File: config.mk
export PLATFORM = sky130hd
export DESIGN_NAME = async_fifo_wr_arbiter
export DESIGN_NICKNAME = d
export VERILOG_FILES = /design/src/rtl/async_fifo_wr_arbiter.sv
export SDC_FILE = /design/constraint.sdc
export NUM_CORES = 1
export LEC_CHECK = 0
export ABC_CLOCK_PERIOD_IN_PS = 2300
export CORE_MARGIN = 5
export CORE_UTILIZATION = 25
export DETAILED_ROUTE_END_ITERATION = 7
export GPL_TIMING_DRIVEN = 0
export PLACE_DENSITY_LB_ADDON = 0.2
export RECOVER_POWER = 25
export SYNTH_ARGS = -nofsm -noshare
export SYNTH_HDL_FRONTEND = slang
export SYNTH_SLANG_ARGS = --single-unit
File: constraint.sdc
create_clock -name clk -period 2.3 [get_ports clk]
set_input_delay 0.46 -clock clk [delete_from_list [all_inputs] [get_ports clk]]
set_output_delay 0.46 -clock clk [all_outputs]
set_load 0.01 [all_outputs]
File: src/rtl/async_fifo_wr_arbiter.sv
// Round-robin, packet-locked arbiter that multiplexes NUM_REQ requesters onto one FIFO write port.
// A grant ends on req_last, after MAX_BURST beats, or when the granted requester idles too long.
module async_fifo_wr_arbiter #(
  parameter int NUM_REQ      = 4,
  parameter int DATA_WIDTH   = 8,
  parameter int MAX_BURST    = 8,
  parameter int IDLE_TIMEOUT = 16,
  localparam int ID_WIDTH    = $clog2(NUM_REQ)
) (
  input  logic                          clk,
  input  logic                          rst_n,
  input  logic [NUM_REQ-1:0]            req_valid,
  input  logic [NUM_REQ*DATA_WIDTH-1:0] req_data,
  input  logic [NUM_REQ-1:0]            req_last,
  output logic [NUM_REQ-1:0]            req_ready,
  input  logic                          fifo_full,
  output logic                          fifo_wr_en,
  output logic [DATA_WIDTH-1:0]         fifo_wr_data,
  output logic [ID_WIDTH-1:0]           fifo_wr_id,
  output logic [NUM_REQ-1:0]            grant,
  output logic                          busy,
  output logic                          err_timeout
);

  localparam int BEAT_W = $clog2(MAX_BURST + 1);
  localparam int TO_W   = (IDLE_TIMEOUT > 0) ? $clog2(IDLE_TIMEOUT + 1) : 1;
  localparam logic [BEAT_W-1:0]   BEAT_LAST = BEAT_W'(MAX_BURST - 1);
  localparam logic [TO_W-1:0]     TO_LAST   = TO_W'((IDLE_TIMEOUT > 0) ? IDLE_TIMEOUT - 1 : 0);
  localparam logic [ID_WIDTH:0]   N_EXT     = (ID_WIDTH + 1)'(NUM_REQ);
  localparam logic [ID_WIDTH-1:0] PTR_RST   = ID_WIDTH'(NUM_REQ - 1);

  typedef enum logic {IDLE, XFER} state_t;

  state_t              state, state_nxt;
  logic [NUM_REQ-1:0]  grant_nxt;
  logic [ID_WIDTH-1:0] id, id_nxt;
  logic [ID_WIDTH-1:0] ptr, ptr_nxt;
  logic [ID_WIDTH-1:0] sel, off;
  logic [ID_WIDTH:0]   sel_sum;
  logic [NUM_REQ-1:0]  valid_rot;
  logic [BEAT_W-1:0]   beat_cnt, beat_nxt;
  logic [TO_W-1:0]     to_cnt, to_nxt;
  logic                err_nxt;
  logic                g_valid, g_last;

  // Rotate so bit 0 is the requester just after the last grant; lowest set bit wins.
  always_comb begin
    valid_rot = NUM_REQ'(({req_valid, req_valid} >> ptr) >> 1);
    off = '0;
    for (int j = NUM_REQ - 1; j >= 0; j--) begin
      if (valid_rot[j]) off = ID_WIDTH'(j);
    end
    sel_sum = {1'b0, ptr} + {{ID_WIDTH{1'b0}}, 1'b1} + {1'b0, off};
    if (sel_sum >= N_EXT) sel_sum = sel_sum - N_EXT;
    sel = sel_sum[ID_WIDTH-1:0];
  end

  assign g_valid      = req_valid[id];
  assign g_last       = req_last[id];
  assign busy         = (state == XFER);
  assign fifo_wr_en   = busy & g_valid & ~fifo_full;
  assign req_ready    = grant & {NUM_REQ{~fifo_full}};
  assign fifo_wr_data = req_data[id*DATA_WIDTH +: DATA_WIDTH];
  assign fifo_wr_id   = id;

  always_comb begin
    state_nxt = state;
    grant_nxt = grant;
    id_nxt    = id;
    ptr_nxt   = ptr;
    beat_nxt  = beat_cnt;
    to_nxt    = to_cnt;
    err_nxt   = 1'b0;
    case (state)
      IDLE: begin
        if (|req_valid) begin
          state_nxt = XFER;
          grant_nxt = NUM_REQ'(1) << sel;
          id_nxt    = sel;
          beat_nxt  = '0;
          to_nxt    = '0;
        end
      end
      XFER: begin
        if (fifo_wr_en) begin
          beat_nxt = beat_cnt + 1'b1;
          to_nxt   = '0;
          if (g_last || (beat_cnt == BEAT_LAST)) begin
            state_nxt = IDLE;
            grant_nxt = '0;
            ptr_nxt   = id;
          end
        end else if (!fifo_full && !g_valid && (IDLE_TIMEOUT != 0)) begin
          // Stalled requester: only non-full idle cycles count toward revocation.
          to_nxt = to_cnt + 1'b1;
          if (to_cnt == TO_LAST) begin
            err_nxt   = 1'b1;
            state_nxt = IDLE;
            grant_nxt = '0;
            ptr_nxt   = id;
          end
        end
      end
      default: state_nxt = IDLE;
    endcase
  end

  always_ff @(posedge clk or negedge rst_n) begin
    if (!rst_n) begin
      state       <= IDLE;
      grant       <= '0;
      id          <= '0;
      ptr         <= PTR_RST;
      beat_cnt    <= '0;
      to_cnt      <= '0;
      err_timeout <= 1'b0;
    end else begin
      state       <= state_nxt;
      grant       <= grant_nxt;
      id          <= id_nxt;
      ptr         <= ptr_nxt;
      beat_cnt    <= beat_nxt;
      to_cnt      <= to_nxt;
      err_timeout <= err_nxt;
    end
  end

endmodule

==> qor.yml, run 1 <==
power_frac_clock_pct: 10.1
coreArea_um2: 5507
antennaDiodeCount: 0
avgSynthCellArea_um2: 10.16
fin_crit_sh_pct: 95.05
setup_tns_ns: 0
synth_area_leaders: "dfrtp_1, mux4_2, nor2b_1"
portBuffers: 61
p_leak_nw: 0.9399
met2_wirelength_mm: 1.990
die_area_um2: 7254
dr.pass1.iters: 4
critPathLaunchType: "input port"
wire_per_inst_um: 16.37
synth-async-reset-ratio_pct: 100.0
clk_pin_slew_worst_paths_ns: 0.07
vias_per_cell: 5.047
worstSkewPairLatency_ns: 0.25
timing.slew.headroom_pct: 41.35
fin_cells: 277
place_congestion: 0.7720
tritoncts: "done"
synth_common_cells: "dfrtp_1, mux4_2, nand2_1, nor2b_1, o21ai_0"
io_pins: 64
pwr-share-seq_pct: 26.3
endpoint: "fifo_wr_en"
grtUsageTotal_pct: 13.03
hp-class: "reg -> reg"
synth_cells: 139
setup_viol: 0
cts.sinks: 19
drv_slew: 0
vias: 1398
finClkSkew_ns: 0.001291
grt_overflow_total: 0
crit_start: "req_valid[0]"
worstMarginPinSlew_ns: 0.8768
dr_wl_met3_um: 493
h-tree-depth: 1
fin_ws_ns: 0.1139
fmax_mhz: 457.4
ant_nets: 0
comb_power_share_pct: 63.6
synth_top_area_cell: "dfrtp_1"
n_fill_cell: 534
yosysTopAreaCellShare_pct: 30.12
p_int_w: 0.001358
grt_pass1_vias: 1510
synth_flop_cell: "dfrtp_1"
wl_met1_mm: 2.012
yosysMostFrequentCell: "dfrtp_1"
p_sw_w: 0.0009012
fin_crit_ns: 2.186
wl_mm: 4.535
outcome: "finished, final reports clean"
start_util_pct: 25.65
num-nets-final: 253
synth-edff-count: 0
dp.cells: 272
rows: 27
end_kind: "output pin"
drc: 0
synthesis.area_um2: 1413
yosysSeqAreaShare_pct: 33.84
hpwl_mm: 3.573
drtIter0Drc: 37
synth_warnings: 0
antenna_found_initial: 0
syn2layout_area_growth_pct: 59.26
drive_gt1_share_pct: 19.02
r2r-start: "fifo_wr_id[0]"
cp_data_required_time_ns: 1.84
irDropWorstVdd_mv: 0.5685
cts_buffer_depth: 2
power_density_nw_per_um2: 1004
final_hold_viol_count: 0
synth.net_count: 186
r2r-end: "grant[3]"
r2r_slack_ns: 0.14
cts_buffers: 3
fp.dieW_um: 85.17
max_cap_violations: 0
pre_cts_ws_ns: -0.8143
grt_pass1_wl_mm: 7.617
ys_ff_latch: 19
critical_path_class: "in -> out"
dr.max_layer_used: "met4"
arrival_ns: 1.73
critical_path.max_fanout: 10
fp.dieH_um: 85.17
ys_types: 40
grt_max_degree: 20
swShare_pct: 39.89
root_buffer: "clkbuf_8"
rr_worst_depth: 5
layer usage:
metal  track usage (%)  up-vias
li1                  -      664
met1             16.51      666
met2             21.54       63
met3             4.369        5
met4             2.734        0
met5                 0        -
worst max-delay path, cell delays in order:
cell and delay (ns):
clkdlybuf4s15_2 0.25, mux4_2 0.51, clkbuf_8 0.18, and2_1 0.18, clkbuf_2 0.14
state kept, by name, summed over array words and instances, names as in the netlist:
signal	count
to_cnt	5
beat_cnt	4
grant	4
fifo_wr_id	2
ptr	2
busy	1
err_timeout	1
cell type report:
cell class / instances / area, um^2 / area share [%]
buffer: 6 / 61.31 / 2.725
clock buffer: 4 / 45.04 / 2.002
inverter: 3 / 11.26 / 0.5006
multi-input combinational: 110 / 945.9 / 42.05
sequential: 19 / 479.2 / 21.30
tap: 72 / 90.09 / 4.004
timing repair buffer: 63 / 616.8 / 27.42
cells by family after synthesis:
family                   count (synthesis)  share of synthesized area [%]
AND/OR/NAND/NOR                         57                          23.38
flip-flops                              19                          33.84
adder cells (fa/ha/maj)                  4                          3.543
multiplexers                            14                          19.04
AO/OA/AOI/OAI                           31                          14.44
buffers and inverters                   10                          3.276
XOR/XNOR                                 4                          2.481
worst min-delay path by stage:
stage	startpoint	endpoint	slack, ns	depth (start not counted)
after global routing	grant[2]	grant[2]	0.58	2
after CTS	grant[1]	grant[1]	0.55	2
after floorplan	rst_n	beat_cnt[0]	0.16	0
after global placement	to_cnt[4]	to_cnt[4]	0.52	2
after detailed placement	grant[1]	grant[1]	0.52	2
final	grant[1]	grant[1]	0.54	2
power groups by stage:
stage	Clock, W	Sequential (W)	Combinational [W]
floorplan	0	0.000568	0.000802
global placement	0	0.000569	0.00137
detailed placement	0	0.000575	0.00137
CTS	0.000238	0.000590	0.00140
global route	0.000257	0.000619	0.00158
finish	0.000229	0.000594	0.00144
layout by cell type, fill, tap and decap left out, types with 3 or more instances in the layout:
cell             netlist  routed
a21oi_1                4       4
nand3_1                4       4
nand2_1               10      10
mux4_2                10      10
o31ai_1                5       5
o21ai_0               10      10
clkbuf_8               0       4
ha_1                   4       4
xor2_1                 3       3
clkdlybuf4s50_1        0      48
nor2_1                 7       7
dlygate4sd2_1          0       6
o21a_1                 3       3
nor2b_1               10       9
dlymetal6s2s_1         0       3
nor3_1                 4       4
dfrtp_1               17      16
inv_1                  3       3
o41ai_2                0       4
through the flow:
stage          utilization [%]  instance area [um^2]  hold slack, ns  power [W]
6_report                 40.85                  2250          0.5442   0.002259
5_1_grt                  40.85                  2250          0.5812   0.002456
4_1_cts                  39.97                  2201          0.5545   0.002227
3_5_place_dp             38.38                  2113          0.5208   0.001943
3_3_place_gp             38.38                  2113          0.5235   0.001942
2_1_floorplan                -                  1413          0.1644   0.001370
timing repair:
action                                 in CTS  in global routing
resized for setup                          27                 15
endpoints found under the hold margin       0                  0
hold buffers                                0                  0
buffers inserted                            2                  0
setup endpoints to repair                  16                  7
gates cloned                                0                  0
Power figures use the tool's default switching activity.
==> run 2, diff against run 1 <==
CORE_UTILIZATION = 38   (was 25)
HOLD_SLACK_MARGIN = 0.06   (was unset)
==> qor.yml, run 2 (synthesis results as in run 1) <==
critical_path_class: "reg -> out"
drive_gt1_share_pct: 18.05  # -0.98 points
start_util_pct: 38.88  # +13 points
drv_slew: 0  # unchanged
ant_nets: 0  # unchanged
dp.cells: 248  # -8.8%
antennaDiodeCount: 0  # unchanged
whs_endpoint: "grant[2]"
dr.pass1.iters: 4  # unchanged
hp-class: "reg -> reg"
final_util_pct: 60.54  # +20 points
fp.dieH_um: 70.97  # -17%
final_cell_area_um2: 2200  # -2.2%
wire_per_inst_um: 16.90  # +3.2%
r2r_slack_ns: 0.11  # -0.03 ns
final_common_cell: "clkdlybuf4s50_1"
grt_max_degree: 20  # unchanged
grtUsageTotal_pct: 16.83  # +3.8 points
arrival_ns: 1.78  # +0.05 ns
critPathLaunchType: "register"
rsz0062_at_grt: "false"
top_regs: "to_cnt x5, beat_cnt x4, grant x4"
final_hold_viol_count: 0  # unchanged
slowest_delay_ns: 0.56  # +0.05 ns
drtIter0Drc: 28  # -24%
pre_cts_ws_ns: -0.7913  # +0.02307 ns
h-tree-depth: 1  # unchanged
r2r-start: "ptr[1]"
p_leak_nw: 0.9402  # about the same
io_pins: 64  # unchanged
r2r-end: "grant[0]"
hp-start: "grant[2]"
critPathBufInv: 2  # -1
crit_family: "multiplexers"
fp.dieW_um: 70.97  # -17%
die_area_um2: 5037  # -31%
root_buffer: "clkbuf_8"
syn2layout_area_growth_pct: 55.71
worstSkewPairLatency_ns: 0.26  # about the same
grt_pass1_wl_mm: 6.955  # -8.7%
timing.slew.headroom_pct: 40.27  # -1.1 points
cts_buffers: 3  # unchanged
fin_crit_ns: 2.236  # +0.05027 ns
coreArea_um2: 3633  # -34%
fin_crit_sh_pct: 97.23  # +2.2 points
setup_viol: 0  # unchanged
largest_reg_flops: 5  # unchanged
max_flop_register: "to_cnt"
grt_pass1_vias: 1487  # -1.5%
critPathSlowestCell: "mux4_2"
cts_buffer_depth: 2  # unchanged
num-nets-final: 253  # unchanged
outcome: "finished, final reports clean"
place_area_um2: 2083  # -1.4%
drc: 0  # unchanged
cp_data_required_time_ns: 1.84  # about the same
portBuffers: 61  # unchanged
cp_cell_sequence: "mux4_2 -> clkbuf_8 -> and2_4 -> clkdlybuf4s15_2"
cts.sinks: 19  # unchanged
wl_mm: 4.276  # -5.7%
tritoncts: "done"
clk_pin_slew_worst_paths_ns: 0.08  # about the same
n_fill_cell: 316  # -41%
end_kind: "output pin"
fin_ws_ns: 0.06364  # -0.05027 ns
mostFrequentLayoutCells: "clkdlybuf4s50_1, dfrtp_1, nand2_1, o21ai_0, mux4_2"
worstMarginPinSlew_ns: 0.8931  # +0.01624 ns
max_cap_violations: 0  # unchanged
finClkSkew_ns: 0.004625  # +0.003334 ns
fin_cells: 253  # -8.7%
hpwl_mm: 3.313  # -7.3%
fmax_mhz: 447.2  # -2.2%
critical_path.max_fanout: 10  # unchanged
min_path_cells: 2  # unchanged
rr_worst_depth: 8  # +3
place_congestion: 0.8684  # +12%
rows: 22  # -19%
power_density_nw_per_um2: 1019  # +1.5%
vias_per_cell: 5.640  # +12%
irDropWorstVdd_mv: 0.5909  # +3.9%
grt_overflow_total: 0  # unchanged
antenna_found_initial: 0  # unchanged
vias: 1427  # +2.1%
## run 2: cell count changes in the layout (fill, tap and decap cells not counted), sizes merged
cell           change
dlygate4sd2        -3
dlymetal6s2s       +3
clkbuf             -2
clkdlybuf4s15      +1
clkinv             +1
## run 2: worst max-delay path by stage
stage | from | endpoint | slack, ns | cells past startpoint
floorplan | ptr[1] | grant[3] | 0.18 | 9
global placement | req_valid[2] | fifo_wr_en | -0.76 | 5
detailed placement | req_valid[2] | fifo_wr_en | -0.79 | 5
CTS | req_valid[2] | fifo_wr_en | -0.02 | 5
global route | ptr[1] | grant[0] | 0.02 | 8
finish | fifo_wr_id[0] | fifo_wr_en | 0.06 | 4
## run 2: per-stage QoR
stage	hold WS, ns	TNS (ns)	power [W]
5_1_grt	0.5658	0	0.002379
6_report	0.5520	0	0.002241
4_1_cts	0.5466	-0.02225	0.002221
3_3_place_gp	0.5138	-5.804	0.001892
2_1_floorplan	0.1644	0	0.001370
3_5_place_dp	0.5158	-6.835	0.001938
## run 2: power breakdown
group | internal [W] | switching [W] | total, W
Clock | 0.000121 | 0.000119 | 0.000239
Combinational | 0.000768 | 0.000644 | 0.00141
Sequential | 0.000457 | 0.000133 | 0.000590
Total | 0.00135 | 0.000896 | 0.00224
## run 2: area by class of cell
cell class / instances / area, um^2 / area share [%]
inverter: 3 / 11.26 / 0.5119
clock buffer: 3 / 41.29 / 1.877
tap: 48 / 60.06 / 2.730
buffer: 6 / 53.80 / 2.446
clock inverter: 1 / 5.005 / 0.2275
timing repair buffer: 63 / 634.4 / 28.84
sequential: 19 / 479.2 / 21.79
multi-input combinational: 110 / 914.6 / 41.58
## run 2: routing by layer
metal | GRT usage, % | vias up | routed length (um)
met4 | 3.340 | 0 | 53
met1 | 23.10 | 686 | 1953
li1 | - | 662 | -
met2 | 27.19 | 71 | 1924
met3 | 3.977 | 8 | 344
met5 | 0 | - | 0
## run 2: tightest hold or removal path, delay by kind of cell, from the launching register on
family	cells	cell delay (ns)
compound gates	2	0.13
flops	1	0.38
## run 2: repair_timing
item | 4_1_cts | 5_1_grt
buffers inserted | 1 | 1
gates resized for setup | 24 | 12
endpoints found under the setup margin | 16 | 12
hold buffers | 0 | 0
==> run 3, diff against run 2 <==
SETUP_SLACK_MARGIN = 0.1   (was unset)
==> qor.yml, run 3 (synthesis results as in run 1) <==
drive_gt1_share_pct: 21.63  # +3.6 points
max_flop_register: "to_cnt"
fp.dieW_um: 70.97  # unchanged
wl_met1_mm: 2.032  # +4.0%
grt_max_degree: 20  # unchanged
worstMarginPinSlew_ns: 0.9024  # +0.009349 ns
worstSkewPairLatency_ns: 0.26  # about the same
antenna_found_initial: 0  # unchanged
final_cell_area_um2: 2232  # +1.5%
num-nets-final: 256  # +1.2%
cp_data_required_time_ns: 1.84  # about the same
critical_path.max_fanout: 10  # unchanged
grt_pass1_wl_mm: 6.969  # +0.20%
rows: 22  # unchanged
rr_worst_depth: 8  # unchanged
end_kind: "output pin"
finClkSkew_ns: 0.006893  # +0.002268 ns
vias: 1441  # +0.98%
crit_start: "req_valid[0]"
cts_hold_buf: 0  # unchanged
cts.sinks: 19  # unchanged
hpwl_mm: 3.313  # unchanged
critical_path_class: "in -> out"
p_leak_nw: 0.9213  # -2.0%
antennaDiodeCount: 0  # unchanged
hp-start: "grant[3]"
drtIter0Drc: 43  # +54%
grtUsageTotal_pct: 16.86  # +0.030 points
outcome: "finished, final reports clean"
min_path_cells: 2  # unchanged
wl_mm: 4.394  # +2.8%
die_area_um2: 5037  # unchanged
cts_buffer_depth: 2  # unchanged
clk_pin_slew_worst_paths_ns: 0.08  # about the same
irDropWorstVdd_mv: 0.5633  # -4.7%
dr.pass1.iters: 5  # +1
start_util_pct: 38.88  # unchanged
mostFrequentLayoutCells: "clkdlybuf4s50_1, dfrtp_1, nand2_1, o21ai_0, mux4_2"
h-tree-depth: 1  # unchanged
portBuffers: 61  # unchanged
root_buffer: "clkbuf_8"
ant_nets: 0  # unchanged
power_density_nw_per_um2: 1039  # +1.9%
tritoncts: "done"
arrival_ns: 1.76  # -0.02 ns
final_hold_viol_count: 0  # unchanged
place_congestion: 0.8684  # unchanged
fin_crit_ns: 2.223  # -0.01357 ns
met2_wirelength_mm: 2.015  # +4.7%
max_cap_violations: 0  # unchanged
timing.slew.headroom_pct: 39.64  # -0.63 points
whs_endpoint: "grant[3]"
top_regs: "to_cnt x5, beat_cnt x4, grant x4"
cts_buffers: 3  # unchanged
grt_overflow_total: 0  # unchanged
syn2layout_area_growth_pct: 58.02
r2r_slack_ns: 0.14  # +0.03 ns
fin_crit_sh_pct: 96.64  # -0.59 points
coreArea_um2: 3633  # unchanged
final_common_cell: "clkdlybuf4s50_1"
io_pins: 64  # unchanged
hp-class: "reg -> reg"
dr.max_layer_used: "met4"
fp.dieH_um: 70.97  # unchanged
critPathLaunchType: "input port"
final_util_pct: 61.43  # +0.90 points
largest_reg_flops: 5  # unchanged
wire_per_inst_um: 17.16  # +1.6%
dr_wl_met3_um: 314  # -8.7%
drc: 0  # unchanged
drv_slew: 0  # unchanged
grt_pass1_vias: 1486  # -0.067%
setup_viol: 0  # unchanged
total_power_w: 0.002318  # +3.4%
fmax_mhz: 449.9  # +0.61%
r2r-end: "grant[1]"
rsz0062_at_grt: "true"
vias_per_cell: 5.629  # -0.20%
r2r-start: "ptr[1]"
place_area_um2: 2083  # unchanged
-- run 3: cell types whose count changed in the layout (fill, tap and decap cells not counted), sizes merged --
cell          delta
buf              +4
clkbuf           -1
dlygate4sd2      +6
dlymetal6s2s     -6
-- run 3: per-layer routing --
layer / GRT usage, % / up-vias
li1: - / 666
met3: 3.977 / 6
met5: 0 / -
met4: 3.340 / 0
met2: 27.19 / 67
met1: 23.19 / 702
-- run 3: what timing repair did --
action / 4_1_cts / 5_1_grt
resized for setup: 31 / 10
endpoints found under the setup margin: 20 / 5
gates cloned: 0 / 0
pin swaps: 0 / 0
buffers inserted: 1 / 4
-- run 3: stage by stage --
stage	hold slack (ns)	cells	setup slack [ns]	setup TNS [ns]
2_1_floorplan	0.1644	139	0.1832	0
3_3_place_gp	0.5138	248	-0.7587	-5.804
3_5_place_dp	0.5158	248	-0.7913	-6.835
4_1_cts	0.5464	252	-0.02225	-0.02225
5_1_grt	0.5612	256	0.02230	0
6_report	0.5366	256	0.07721	0
-- run 3: how the worst max path moves through the flow --
| stage | to | slack (ns) |
|---|---|---|
| after floorplan | grant[3] | 0.18 |
| after detailed placement | fifo_wr_en | -0.79 |
| after global routing | grant[1] | 0.02 |
| after CTS | fifo_wr_en | -0.02 |
| after global placement | fifo_wr_en | -0.76 |
| final | fifo_wr_en | 0.08 |
-- run 3: report_power, final --
group          switching [W]  internal, W
Combinational       0.000703     0.000798
Sequential          0.000125     0.000457
Clock               0.000115     0.000120
Total               0.000943      0.00138
-- run 3: layout make-up --
type,count,area (um^2)
timing repair buffer,66,634.4
sequential,19,479.2
tap,48,60.06
clock buffer,3,41.29
inverter,3,11.26
fill,306,1401
buffer,6,55.05
multi-input combinational,110,945.9
clock inverter,1,5.005
-- run 3: critical path, stage by stage --
cell             delay (ns)
clkdlybuf4s15_2        0.24
mux4_2                 0.53
buf_8                  0.16
and2_4                 0.15
clkdlybuf4s15_2        0.22
